===== src/rtl/arm_instr_encoder_pkg.sv =====
// Shared encoding constants and types for the ARM instruction encoder.
// The ID control unit imports the same mode and opcode definitions.
package arm_instr_encoder_pkg;

  typedef enum logic [1:0] {
    MODE_ARITH   = 2'b00,
    MODE_MEM     = 2'b01,
    MODE_BRANCH  = 2'b10,
    MODE_ILLEGAL = 2'b11
  } mode_e;

  localparam logic [3:0] OP_MOV = 4'b1101;
  localparam logic [3:0] OP_MVN = 4'b1111;
  localparam logic [3:0] OP_ADD = 4'b0100;
  localparam logic [3:0] OP_ADC = 4'b0101;
  localparam logic [3:0] OP_SUB = 4'b0010;
  localparam logic [3:0] OP_SBC = 4'b0110;
  localparam logic [3:0] OP_AND = 4'b0000;
  localparam logic [3:0] OP_ORR = 4'b1100;
  localparam logic [3:0] OP_EOR = 4'b0001;
  localparam logic [3:0] OP_CMP = 4'b1010;
  localparam logic [3:0] OP_TST = 4'b1000;

  localparam logic [3:0] MEM_PUBW = 4'b1100;
  localparam logic [3:0] COND_AL  = 4'hE;

  typedef enum logic [1:0] {
    ST_IDLE,
    ST_HOLD,
    ST_FULL
  } state_e;

  function automatic logic arith_op_legal(input logic [3:0] op);
    case (op)
      OP_MOV, OP_MVN, OP_ADD, OP_ADC, OP_SUB, OP_SBC,
      OP_AND, OP_ORR, OP_EOR, OP_CMP, OP_TST: return 1'b1;
      default:                                return 1'b0;
    endcase
  endfunction

endpackage


===== src/rtl/arm_instr_encoder_if.sv =====
// Request and word-stream handshake bundle of the ARM instruction encoder.
// The slave modport is the encoder's view; master is the loader/consumer side.
interface arm_instr_encoder_if;
  logic        in_valid;
  logic        in_ready;
  logic [3:0]  in_cond;
  logic [1:0]  in_mode;
  logic [3:0]  in_opcode;
  logic        in_s;
  logic        in_imm;
  logic [3:0]  in_rn;
  logic [3:0]  in_rd;
  logic [23:0] in_operand;
  logic        out_valid;
  logic        out_ready;
  logic [31:0] out_instr;
  logic [31:0] out_addr;

  modport slave (
    input  in_valid, in_cond, in_mode, in_opcode, in_s, in_imm,
           in_rn, in_rd, in_operand, out_ready,
    output in_ready, out_valid, out_instr, out_addr
  );

  modport master (
    output in_valid, in_cond, in_mode, in_opcode, in_s, in_imm,
           in_rn, in_rd, in_operand, out_ready,
    input  in_ready, out_valid, out_instr, out_addr
  );
endinterface


===== src/rtl/arm_instr_encoder_pack.sv =====
// Combinational ARM field packer: builds the 32-bit word for one request
// and flags whether the request is a legal, emittable instruction.
module arm_instr_pack
  import arm_instr_encoder_pkg::*;
(
  input  logic [3:0]  cond,
  input  logic [1:0]  mode,
  input  logic [3:0]  opcode,
  input  logic        s,
  input  logic        imm,
  input  logic [3:0]  rn,
  input  logic [3:0]  rd,
  input  logic [23:0] operand,
  output logic [31:0] instr,
  output logic        legal
);
  logic       s_f;
  logic [3:0] rn_f;
  logic [3:0] rd_f;

  always_comb begin
    instr = '0;
    legal = 1'b0;
    s_f   = s;
    rn_f  = rn;
    rd_f  = rd;
    case (mode_e'(mode))
      MODE_ARITH: begin
        legal = arith_op_legal(opcode);
        // MOV/MVN take no first operand; CMP/TST always set flags and write no Rd
        if (opcode == OP_MOV || opcode == OP_MVN) rn_f = '0;
        if (opcode == OP_CMP || opcode == OP_TST) begin
          s_f  = 1'b1;
          rd_f = '0;
        end
        instr = {cond, MODE_ARITH, imm, opcode, s_f, rn_f, rd_f, operand[11:0]};
      end
      MODE_MEM: begin
        legal = 1'b1;
        instr = {cond, MODE_MEM, 1'b0, MEM_PUBW, s, rn, rd, operand[11:0]};
      end
      MODE_BRANCH: begin
        legal = 1'b1;
        instr = {cond, MODE_BRANCH, 2'b10, operand};
      end
      default: begin
        legal = 1'b0;
        instr = '0;
      end
    endcase
  end
endmodule


===== src/rtl/arm_instr_encoder.sv =====
// ARM instruction encoder: accepts decoded-style requests and streams packed
// words with sequential byte addresses through a one-stage output register.
module arm_instr_encoder
  import arm_instr_encoder_pkg::*;
#(
  parameter logic [31:0] BASE_ADDR = 32'h0,
  parameter int unsigned DEPTH     = 64
) (
  input  logic                clk,
  input  logic                rst_n,
  input  logic                clear,
  arm_instr_encoder_if.slave  bus,
  output logic [6:0]          word_count,
  output logic                err
);
  localparam logic [6:0] LAST = 7'(DEPTH - 1);

  state_e      state_q, state_d;
  logic [31:0] out_instr_q, out_instr_d;
  logic [31:0] out_addr_q, out_addr_d;
  logic [6:0]  count_q, count_d;
  logic        err_q, err_d;
  logic        in_ready_c;
  logic [31:0] packed_instr;
  logic        packed_legal;

  arm_instr_pack u_pack (
    .cond    (bus.in_cond),
    .mode    (bus.in_mode),
    .opcode  (bus.in_opcode),
    .s       (bus.in_s),
    .imm     (bus.in_imm),
    .rn      (bus.in_rn),
    .rd      (bus.in_rd),
    .operand (bus.in_operand),
    .instr   (packed_instr),
    .legal   (packed_legal)
  );

  always_comb begin
    state_d     = state_q;
    out_instr_d = out_instr_q;
    out_addr_d  = out_addr_q;
    count_d     = count_q;
    err_d       = err_q;
    in_ready_c  = 1'b0;

    // The pop that reaches DEPTH closes the intake in the same cycle so no
    // request is accepted and then dropped on the way into FULL.
    case (state_q)
      ST_IDLE: in_ready_c = !clear;
      ST_HOLD: in_ready_c = !clear && bus.out_ready && (count_q != LAST);
      default: in_ready_c = 1'b0;
    endcase

    if (state_q == ST_HOLD && bus.out_ready) begin
      count_d    = count_q + 7'd1;
      out_addr_d = out_addr_q + 32'd4;
      state_d    = (count_q == LAST) ? ST_FULL : ST_IDLE;
    end

    if (bus.in_valid && in_ready_c) begin
      if (packed_legal) begin
        out_instr_d = packed_instr;
        state_d     = ST_HOLD;
      end else begin
        err_d = 1'b1;
      end
    end

    if (clear) begin
      state_d     = ST_IDLE;
      out_instr_d = '0;
      out_addr_d  = BASE_ADDR;
      count_d     = '0;
      err_d       = 1'b0;
    end
  end

  always_ff @(posedge clk) begin
    if (!rst_n) begin
      state_q     <= ST_IDLE;
      out_instr_q <= '0;
      out_addr_q  <= BASE_ADDR;
      count_q     <= '0;
      err_q       <= 1'b0;
    end else begin
      state_q     <= state_d;
      out_instr_q <= out_instr_d;
      out_addr_q  <= out_addr_d;
      count_q     <= count_d;
      err_q       <= err_d;
    end
  end

  assign bus.in_ready  = in_ready_c;
  assign bus.out_valid = (state_q == ST_HOLD);
  assign bus.out_instr = out_instr_q;
  assign bus.out_addr  = out_addr_q;
  assign word_count    = count_q;
  assign err           = err_q;
endmodule


===== src/flat_wrapper.sv =====
// flat-port wrapper written by rule: the top's interface ports become plain ports
module arm_instr_encoder_flat import arm_instr_encoder_pkg::*;
#(
  parameter logic [31:0] BASE_ADDR = 32'h0,
  parameter int unsigned DEPTH     = 64
)
  (clk, rst_n, clear, word_count, err, bus_in_valid, bus_in_cond, bus_in_mode, bus_in_opcode, bus_in_s, bus_in_imm, bus_in_rn, bus_in_rd, bus_in_operand, bus_out_ready, bus_in_ready, bus_out_valid, bus_out_instr, bus_out_addr);
  arm_instr_encoder_if bus_i ();
  input  logic clk;
  input  logic rst_n;
  input  logic clear;
  output logic [6:0] word_count;
  output logic err;
  input wire logic [$bits(bus_i.in_valid)-1:0] bus_in_valid;
  input wire logic [$bits(bus_i.in_cond)-1:0] bus_in_cond;
  input wire logic [$bits(bus_i.in_mode)-1:0] bus_in_mode;
  input wire logic [$bits(bus_i.in_opcode)-1:0] bus_in_opcode;
  input wire logic [$bits(bus_i.in_s)-1:0] bus_in_s;
  input wire logic [$bits(bus_i.in_imm)-1:0] bus_in_imm;
  input wire logic [$bits(bus_i.in_rn)-1:0] bus_in_rn;
  input wire logic [$bits(bus_i.in_rd)-1:0] bus_in_rd;
  input wire logic [$bits(bus_i.in_operand)-1:0] bus_in_operand;
  input wire logic [$bits(bus_i.out_ready)-1:0] bus_out_ready;
  output wire logic [$bits(bus_i.in_ready)-1:0] bus_in_ready;
  output wire logic [$bits(bus_i.out_valid)-1:0] bus_out_valid;
  output wire logic [$bits(bus_i.out_instr)-1:0] bus_out_instr;
  output wire logic [$bits(bus_i.out_addr)-1:0] bus_out_addr;
  assign bus_i.in_valid = bus_in_valid;
  assign bus_i.in_cond = bus_in_cond;
  assign bus_i.in_mode = bus_in_mode;
  assign bus_i.in_opcode = bus_in_opcode;
  assign bus_i.in_s = bus_in_s;
  assign bus_i.in_imm = bus_in_imm;
  assign bus_i.in_rn = bus_in_rn;
  assign bus_i.in_rd = bus_in_rd;
  assign bus_i.in_operand = bus_in_operand;
  assign bus_i.out_ready = bus_out_ready;
  assign bus_in_ready = bus_i.in_ready;
  assign bus_out_valid = bus_i.out_valid;
  assign bus_out_instr = bus_i.out_instr;
  assign bus_out_addr = bus_i.out_addr;
  arm_instr_encoder #(.BASE_ADDR(BASE_ADDR), .DEPTH(DEPTH)) u_core (.clk(clk), .rst_n(rst_n), .clear(clear), .bus(bus_i), .word_count(word_count), .err(err));
endmodule

===== config.mk =====
export PLATFORM = sky130hd
export DESIGN_NAME = arm_instr_encoder_flat
export DESIGN_NICKNAME = d
export VERILOG_FILES = /design/src/rtl/arm_instr_encoder_pkg.sv /design/src/rtl/arm_instr_encoder_if.sv /design/src/rtl/arm_instr_encoder_pack.sv /design/src/rtl/arm_instr_encoder.sv /design/src/flat_wrapper.sv
export SDC_FILE = /design/constraint.sdc
export NUM_CORES = 1
export LEC_CHECK = 0
export CAP_MARGIN = 40
export CORE_ASPECT_RATIO = 0.9
export CORE_UTILIZATION = 40
export DETAILED_ROUTE_END_ITERATION = 12
export MAX_ROUTING_LAYER = met4
export PLACE_DENSITY = 0.72
export SLEW_MARGIN = 20
export SYNTH_ARGS = -nofsm -noshare
export SYNTH_HDL_FRONTEND = slang
export SYNTH_SLANG_ARGS = --single-unit

===== constraint.sdc =====
create_clock -name clk -period 3.9 [get_ports clk]
set_clock_uncertainty 0.2 [all_clocks]
set_input_delay 0.39 -clock clk [delete_from_list [all_inputs] [get_ports clk]]
set_output_delay 0.39 -clock clk [all_outputs]
set_load 0.005 [all_outputs]

**After elaboration in Yosys (flattened, before gate mapping)**

Memory sizes are Yosys's and may differ from the RTL's.
Index checks and enable logic that the tools add are counted.

- Flip-flop bits (word level): 74
- Memory bits (read-only): 16
- Bits of input ports: 49
- Output and inout bits: 74
- Word-level logic and storage cells: 42
- Memories kept: 1

Memory list:

| name | words | width | read ports | clocked after Yosys merged registers in | wr ports | RTL line | text |
|---|---|---|---|---|---|---|---|
| (name not given) | 16 | 1 | 1 | 0 | 0 | arm_instr_encoder_pkg.sv:34 | `case (op)` |

- $add $sub $neg: 2
- Equal/unequal tests: 9
- Multiplexer cells: 10
- Bitwise logic cells: 2
- Reductions and logical operators: 13

Operator list:

| cell | count |
|---|---|
| one-hot mux 32 bit (3 select lines) | 1 |
| adder 32 x 3 -> 32 bit (second input constant) | 1 |
| equality test 4 bit (second input constant) | 4 |
| 2-to-1 mux 2 bit | 4 |
| 2-to-1 mux 4 bit | 2 |
| adder 7 x 1 -> 7 bit (second input constant) | 1 |
| equality test 7 x 6 -> 1 bit (second input constant) | 1 |
| inequality test 7 x 6 -> 1 bit (second input constant) | 1 |
| equality test 2 x 1 -> 1 bit (second input constant) | 2 |
| logical AND 1 bit | 4 |
| logical NOT 2 bit | 2 |
| one-hot mux 1 bit (2 select lines) | 2 |
| AND reduction 2 bit | 2 |
| OR reduction 2 bit | 2 |
| equality test 2 bit (second input constant) | 1 |
| logical OR 1 bit | 2 |
| NOT 1 bit | 2 |
| logical NOT 1 bit | 1 |
| 2-to-1 mux 1 bit | 1 |

**Longest topological paths before layout**

- Word-level depth: 6
- Mapped depth: 8
- Gate-level depth less buffers: 6

**Modules after synthesis**

From an unflattened synthesis, not the netlist that was laid out.

- Cell total of the unflattened synthesis: 457
- Area, all modules: 3654.8 µm²

Modules (own cells, without submodules):

| module | times used | cells each | area an instance (µm²) | sequential area each (µm²) |
|---|---|---|---|---|
| arm_instr_encoder | 1 | 377 | 3114.2 | 1441.4 |
| arm_instr_pack | 1 | 80 | 540.5 | 0.0 |

**Worst setup path after synthesis**

OpenSTA, ideal clock, no wires.

- Kind: input-to-reg
- From: input bus_in_mode[0]
- To: register u_core.out_instr_q[10], in the netlist u_core.bus.out_instr[10]
- Setup time: 122 ps
- Data arrival time: 1619 ps
- Required time: 3578 ps
- Path slack: 1959 ps
- Stages: 7
- Buffers on the path: 1
- Cell sequence: inv_1 ha_1 or2_2 o21a_1 clkbuf_1 nand4_1 o21ai_0

- Longest elaborated chain between the ends: 4
- Elaborated cells on any way between the ends: 7
- Those cells by class: 2 x eq/ne; 2 x mux; 3 x reduce/logical

Ends and longest elaborated chain:

| element | RTL line | text |
|---|---|---|
| start, declared | flat_wrapper.sv:16 | `input wire logic [$bits(bus_i.in_mode)-1:0] bus_in_mode;` |
| equality test 2 bit / equality test 2 x 1 -> 1 bit (equally long branches) | arm_instr_encoder_pack.sv:27 | `case (mode_e'(mode))` |
| OR reduction 2 bit (no line) | -- |  |
| one-hot mux 1 bit (2 select lines) | arm_instr_encoder_pack.sv:27 |  |
| AND reduction 2 bit (no line) | -- |  |
| end signal, assigned | arm_instr_encoder.sv:89 | `out_instr_q <= out_instr_d;` |
| end, declared | arm_instr_encoder.sv:19 | `logic [31:0] out_instr_q, out_instr_d;` |

Several ways; a longest one is shown, not always the timed one.
A chain may end at the register's enable or synchronous reset.

**Final worst setup path**

- From: input bus_out_ready
- To: output bus_in_ready

- Longest elaborated chain between the ends: 3

Ends and longest elaborated chain:

| element | RTL line | text |
|---|---|---|
| start, declared | flat_wrapper.sv:23 | `input wire logic [$bits(bus_i.out_ready)-1:0] bus_out_ready;` |
| logical AND 1 bit (2 in a row) | arm_instr_encoder.sv:52 | `ST_HOLD: in_ready_c = !clear && bus.out_ready && (count_q != LAST);` |
| one-hot mux 1 bit (2 select lines) | arm_instr_encoder.sv:50 | `case (state_q)` |
| end, declared | flat_wrapper.sv:24 | `output wire logic [$bits(bus_i.in_ready)-1:0] bus_in_ready;` |

Every way passes these cells.

==> flow_summary.ini <==
[sta]
timing.final.max_slew_violations = 0
worst_margin_slew_ns = 0.5592
final_worst_slack_ns = 1.172
max_freq_mhz = 366.5
slew_headroom_pct = 62.72
report.final.setup_viol = 0
post-route-period-util_pct = 69.95
grt_setup_unrepaired = false
fin_crit_ns = 2.728
finalHoldViolCount = 0
finalSetupTns_ns = 0

[yosys]
dominantRegCellSynth = sky130_fd_sc_hd__dfxtp_1
ys_async_sr_fraction_pct = 0
synth-edff-count = 0
synth_cells = 389
synth_cell_types = 54
yosys_warnings = 0
mappedNetlistArea_mm2 = 0.003492
ys_seq_area_share_pct = 41.28
synth_seq_cells = 72
syn_avg_cell_area_um2 = 8.977

[route]
highest-signal-layer = met4
wl_met2_um = 4242
routed-via-count = 3224
totalWireLength_um = 9256
wl_met3_um = 465
router_iterations_before_antenna_repair = 4
route.detailed.vias_per_inst = 5.217
drt-met1-wl_um = 4397
post_route_drc_violation_count = 0
avgRoutedWirePerCell_um = 14.98
drt-initial-drc-count = 144
antenna_left = 0

[finish]
final_common_cell = sky130_fd_sc_hd__clkdlybuf4s50_1
area_delta_synth_final_pct = 40.63
fill_cells = 785
layout.nets = 555
drive_gt1_share_pct = 8.549
most-common-layout-cells = sky130_fd_sc_hd__clkdlybuf4s50_1, sky130_fd_sc_hd__dfxtp_1, sky130_fd_sc_hd__nor2_1
antenna_cells = 0

[grt]
grt-ovfl-total = 0
grt_pass1_wl_um = 15320
grt_pass1_vias = 3168
antenna_violations_before_repair = 0
grt.total_usage_pct = 22.21
grt_max_degree = 37

[status]
outcome = complete, no violations

[clock_network]
htree_num_levels = 3
clkSlewWorstSetupHoldPaths_ns = 0.08
cts_setup_buffers = 0
cts-root-buf = sky130_fd_sc_hd__clkbuf_8
clock_tree.buffer_depth = 2
cts_resized = 0
cts_hold_buf = 0
tritoncts = yes
cts_num_sinks = 72
tritoncts.num_buffers = 9
clk-insertion-delay-late_ns = 0.34

[floorplan]
fp.dieArea_mm2 = 0.009108
design.core.area_mm2 = 0.008262
initial_utilization_pct = 42.27
die_w_um = 100.5
placementRows = 31
number_of_i_o_pins = 123
die-height_um = 90.64

[power_and_ir_drop]
power_frac_comb_pct = 11.5
clockPowerShare_pct = 37.3
power.density_mw_per_mm2 = 295.8
power.internal_uw = 1073
p_leak_uw = 0.001643
pwr-share-seq_pct = 51.2
switchingPower_uw = 379.2
switching_fraction_of_total_power_pct = 26.11
vdd_drop_max_uv = 189.0

[worst_setup_path]
setup.worst_path.start_class = input pin
worstSetupPathType = input pin to output pin
cp.arrival_ns = 2.14
worst_ep_required_time_ns = 3.31
worst_setup_path_end_kind = output pin
cp_max_fo = 10

[job]
timing.max_cap.violations = 0

[placed_design]
gp_routability_congestion = 0.8164
placement.io_buffers = 120
post_placement_worst_setup_slack_ns = 0.9559
place_hpwl_um = 6616

[min_path]
hold_class = flip-flop to flip-flop
[Yosys cell counts (3+ instances only)]
| master | n | area, um2 |
|---|---|---|
| sky130_fd_sc_hd__dfxtp_1 | 72 | 1441 |
| sky130_fd_sc_hd__nor2_1 | 45 | 168.9 |
| sky130_fd_sc_hd__nand2_1 | 31 | 116.4 |
| sky130_fd_sc_hd__nand4_1 | 24 | 150.1 |
| sky130_fd_sc_hd__xnor2_1 | 24 | 210.2 |
| sky130_fd_sc_hd__a21oi_1 | 21 | 105.1 |
| sky130_fd_sc_hd__o21ai_0 | 19 | 95.09 |
| sky130_fd_sc_hd__clkbuf_1 | 12 | 45.04 |
| sky130_fd_sc_hd__a211oi_1 | 10 | 75.07 |
| sky130_fd_sc_hd__inv_1 | 10 | 37.54 |
| sky130_fd_sc_hd__nand3_1 | 9 | 45.04 |
| sky130_fd_sc_hd__ha_1 | 8 | 100.1 |
| sky130_fd_sc_hd__nor3_1 | 8 | 40.04 |
| sky130_fd_sc_hd__xor2_1 | 8 | 70.07 |
| sky130_fd_sc_hd__a31oi_1 | 6 | 37.54 |
| sky130_fd_sc_hd__buf_2 | 5 | 25.02 |
| sky130_fd_sc_hd__a22o_1 | 4 | 35.03 |
| sky130_fd_sc_hd__a32oi_1 | 4 | 35.03 |
| sky130_fd_sc_hd__and3_1 | 4 | 25.02 |
| sky130_fd_sc_hd__buf_4 | 4 | 30.03 |
| sky130_fd_sc_hd__buf_6 | 4 | 45.04 |
| sky130_fd_sc_hd__nor4_2 | 4 | 50.05 |
| sky130_fd_sc_hd__o211ai_1 | 4 | 30.03 |
| sky130_fd_sc_hd__o31ai_1 | 4 | 30.03 |
| sky130_fd_sc_hd__and4_1 | 3 | 26.28 |
| sky130_fd_sc_hd__nor2b_1 | 3 | 18.77 |
| sky130_fd_sc_hd__o21a_1 | 3 | 22.52 |
| sky130_fd_sc_hd__or2_2 | 3 | 18.77 |
| sky130_fd_sc_hd__or3_1 | 3 | 18.77 |
[final cells by class]
type	instances	area, um2	share of cell area, %
sequential	72	1441	29.35
clock inverter	6	43.79	0.8917
timing repair buffer	123	1236	25.17
multi-input combinational	282	1871	38.09
tap	115	143.9	2.930
inverter	10	37.54	0.7643
clock buffer	10	137.6	2.803
[metrics by stage]
stage	total power (uW)	instances	area [um2]	hold WS [ns]	util, %
final	1453	618	4911	0.2647	59.44
after floorplan	842.5	390	3496	0.2525	-
after global routing	1515	618	4911	0.2783	59.44
after CTS	1470	618	4911	0.2665	59.44
after detailed placement	927.3	602	4730	0.2550	57.25
after global placement	922.4	601	4710	0.2469	57.00
[worst max-delay path, stage by stage]
cell,delay (ns)
sky130_fd_sc_hd__clkdlybuf4s50_1,0.52
sky130_fd_sc_hd__and3b_1,0.42
sky130_fd_sc_hd__o221a_4,0.27
sky130_fd_sc_hd__clkdlybuf4s50_1,0.54
[per-layer routing]
layer,track usage (%),vias up
li1,-,1601
met1,28.56,1511
met2,33.33,100
met3,5.418,12
met4,8.937,0
met5,-,-
[power groups by stage]
stage	logic (uW)	registers, uW	clock network, uW
finish	167	744	542
global route	181	745	589
CTS	166	744	560
detailed placement	166	761	0
global placement	161	761	0
floorplan	80.9	762	0
[worst paths after layout]
| kind | startpoint | end | slack [ns] | cells past startpoint |
|---|---|---|---|---|
| setup / recovery | bus_out_ready | bus_in_ready | 1.17 | 4 |
| hold / removal | u_core.bus.out_instr[7] | u_core.bus.out_instr[7] | 0.26 | 2 |
| setup reg to reg | u_core.state_q[0] | u_core.bus.out_instr[1] | 1.70 | 5 |
| hold reg to reg | u_core.bus.out_instr[7] | u_core.bus.out_instr[7] | 0.26 | 2 |
[cells by family (layout without fill, tap and decap cells)]
family,count (synthesis),after routing,synth area share [%]
simple gates,157,157,26.66
compound gates,83,83,15.73
flops,72,72,41.28
buf+inv,36,149,5.338
xor+xnor,32,32,8.026
fa+ha+maj,8,8,2.866
other cells,1,2,0.1074
[registers in the layout (all words and copies together) (netlist names)]
name                  cells
u_core.err                1
u_core.bus.out_addr      30
u_core.word_count         7
u_core.state_q            2
u_core.bus.out_instr     32
Note: power is estimated with default switching activity, not from simulation.
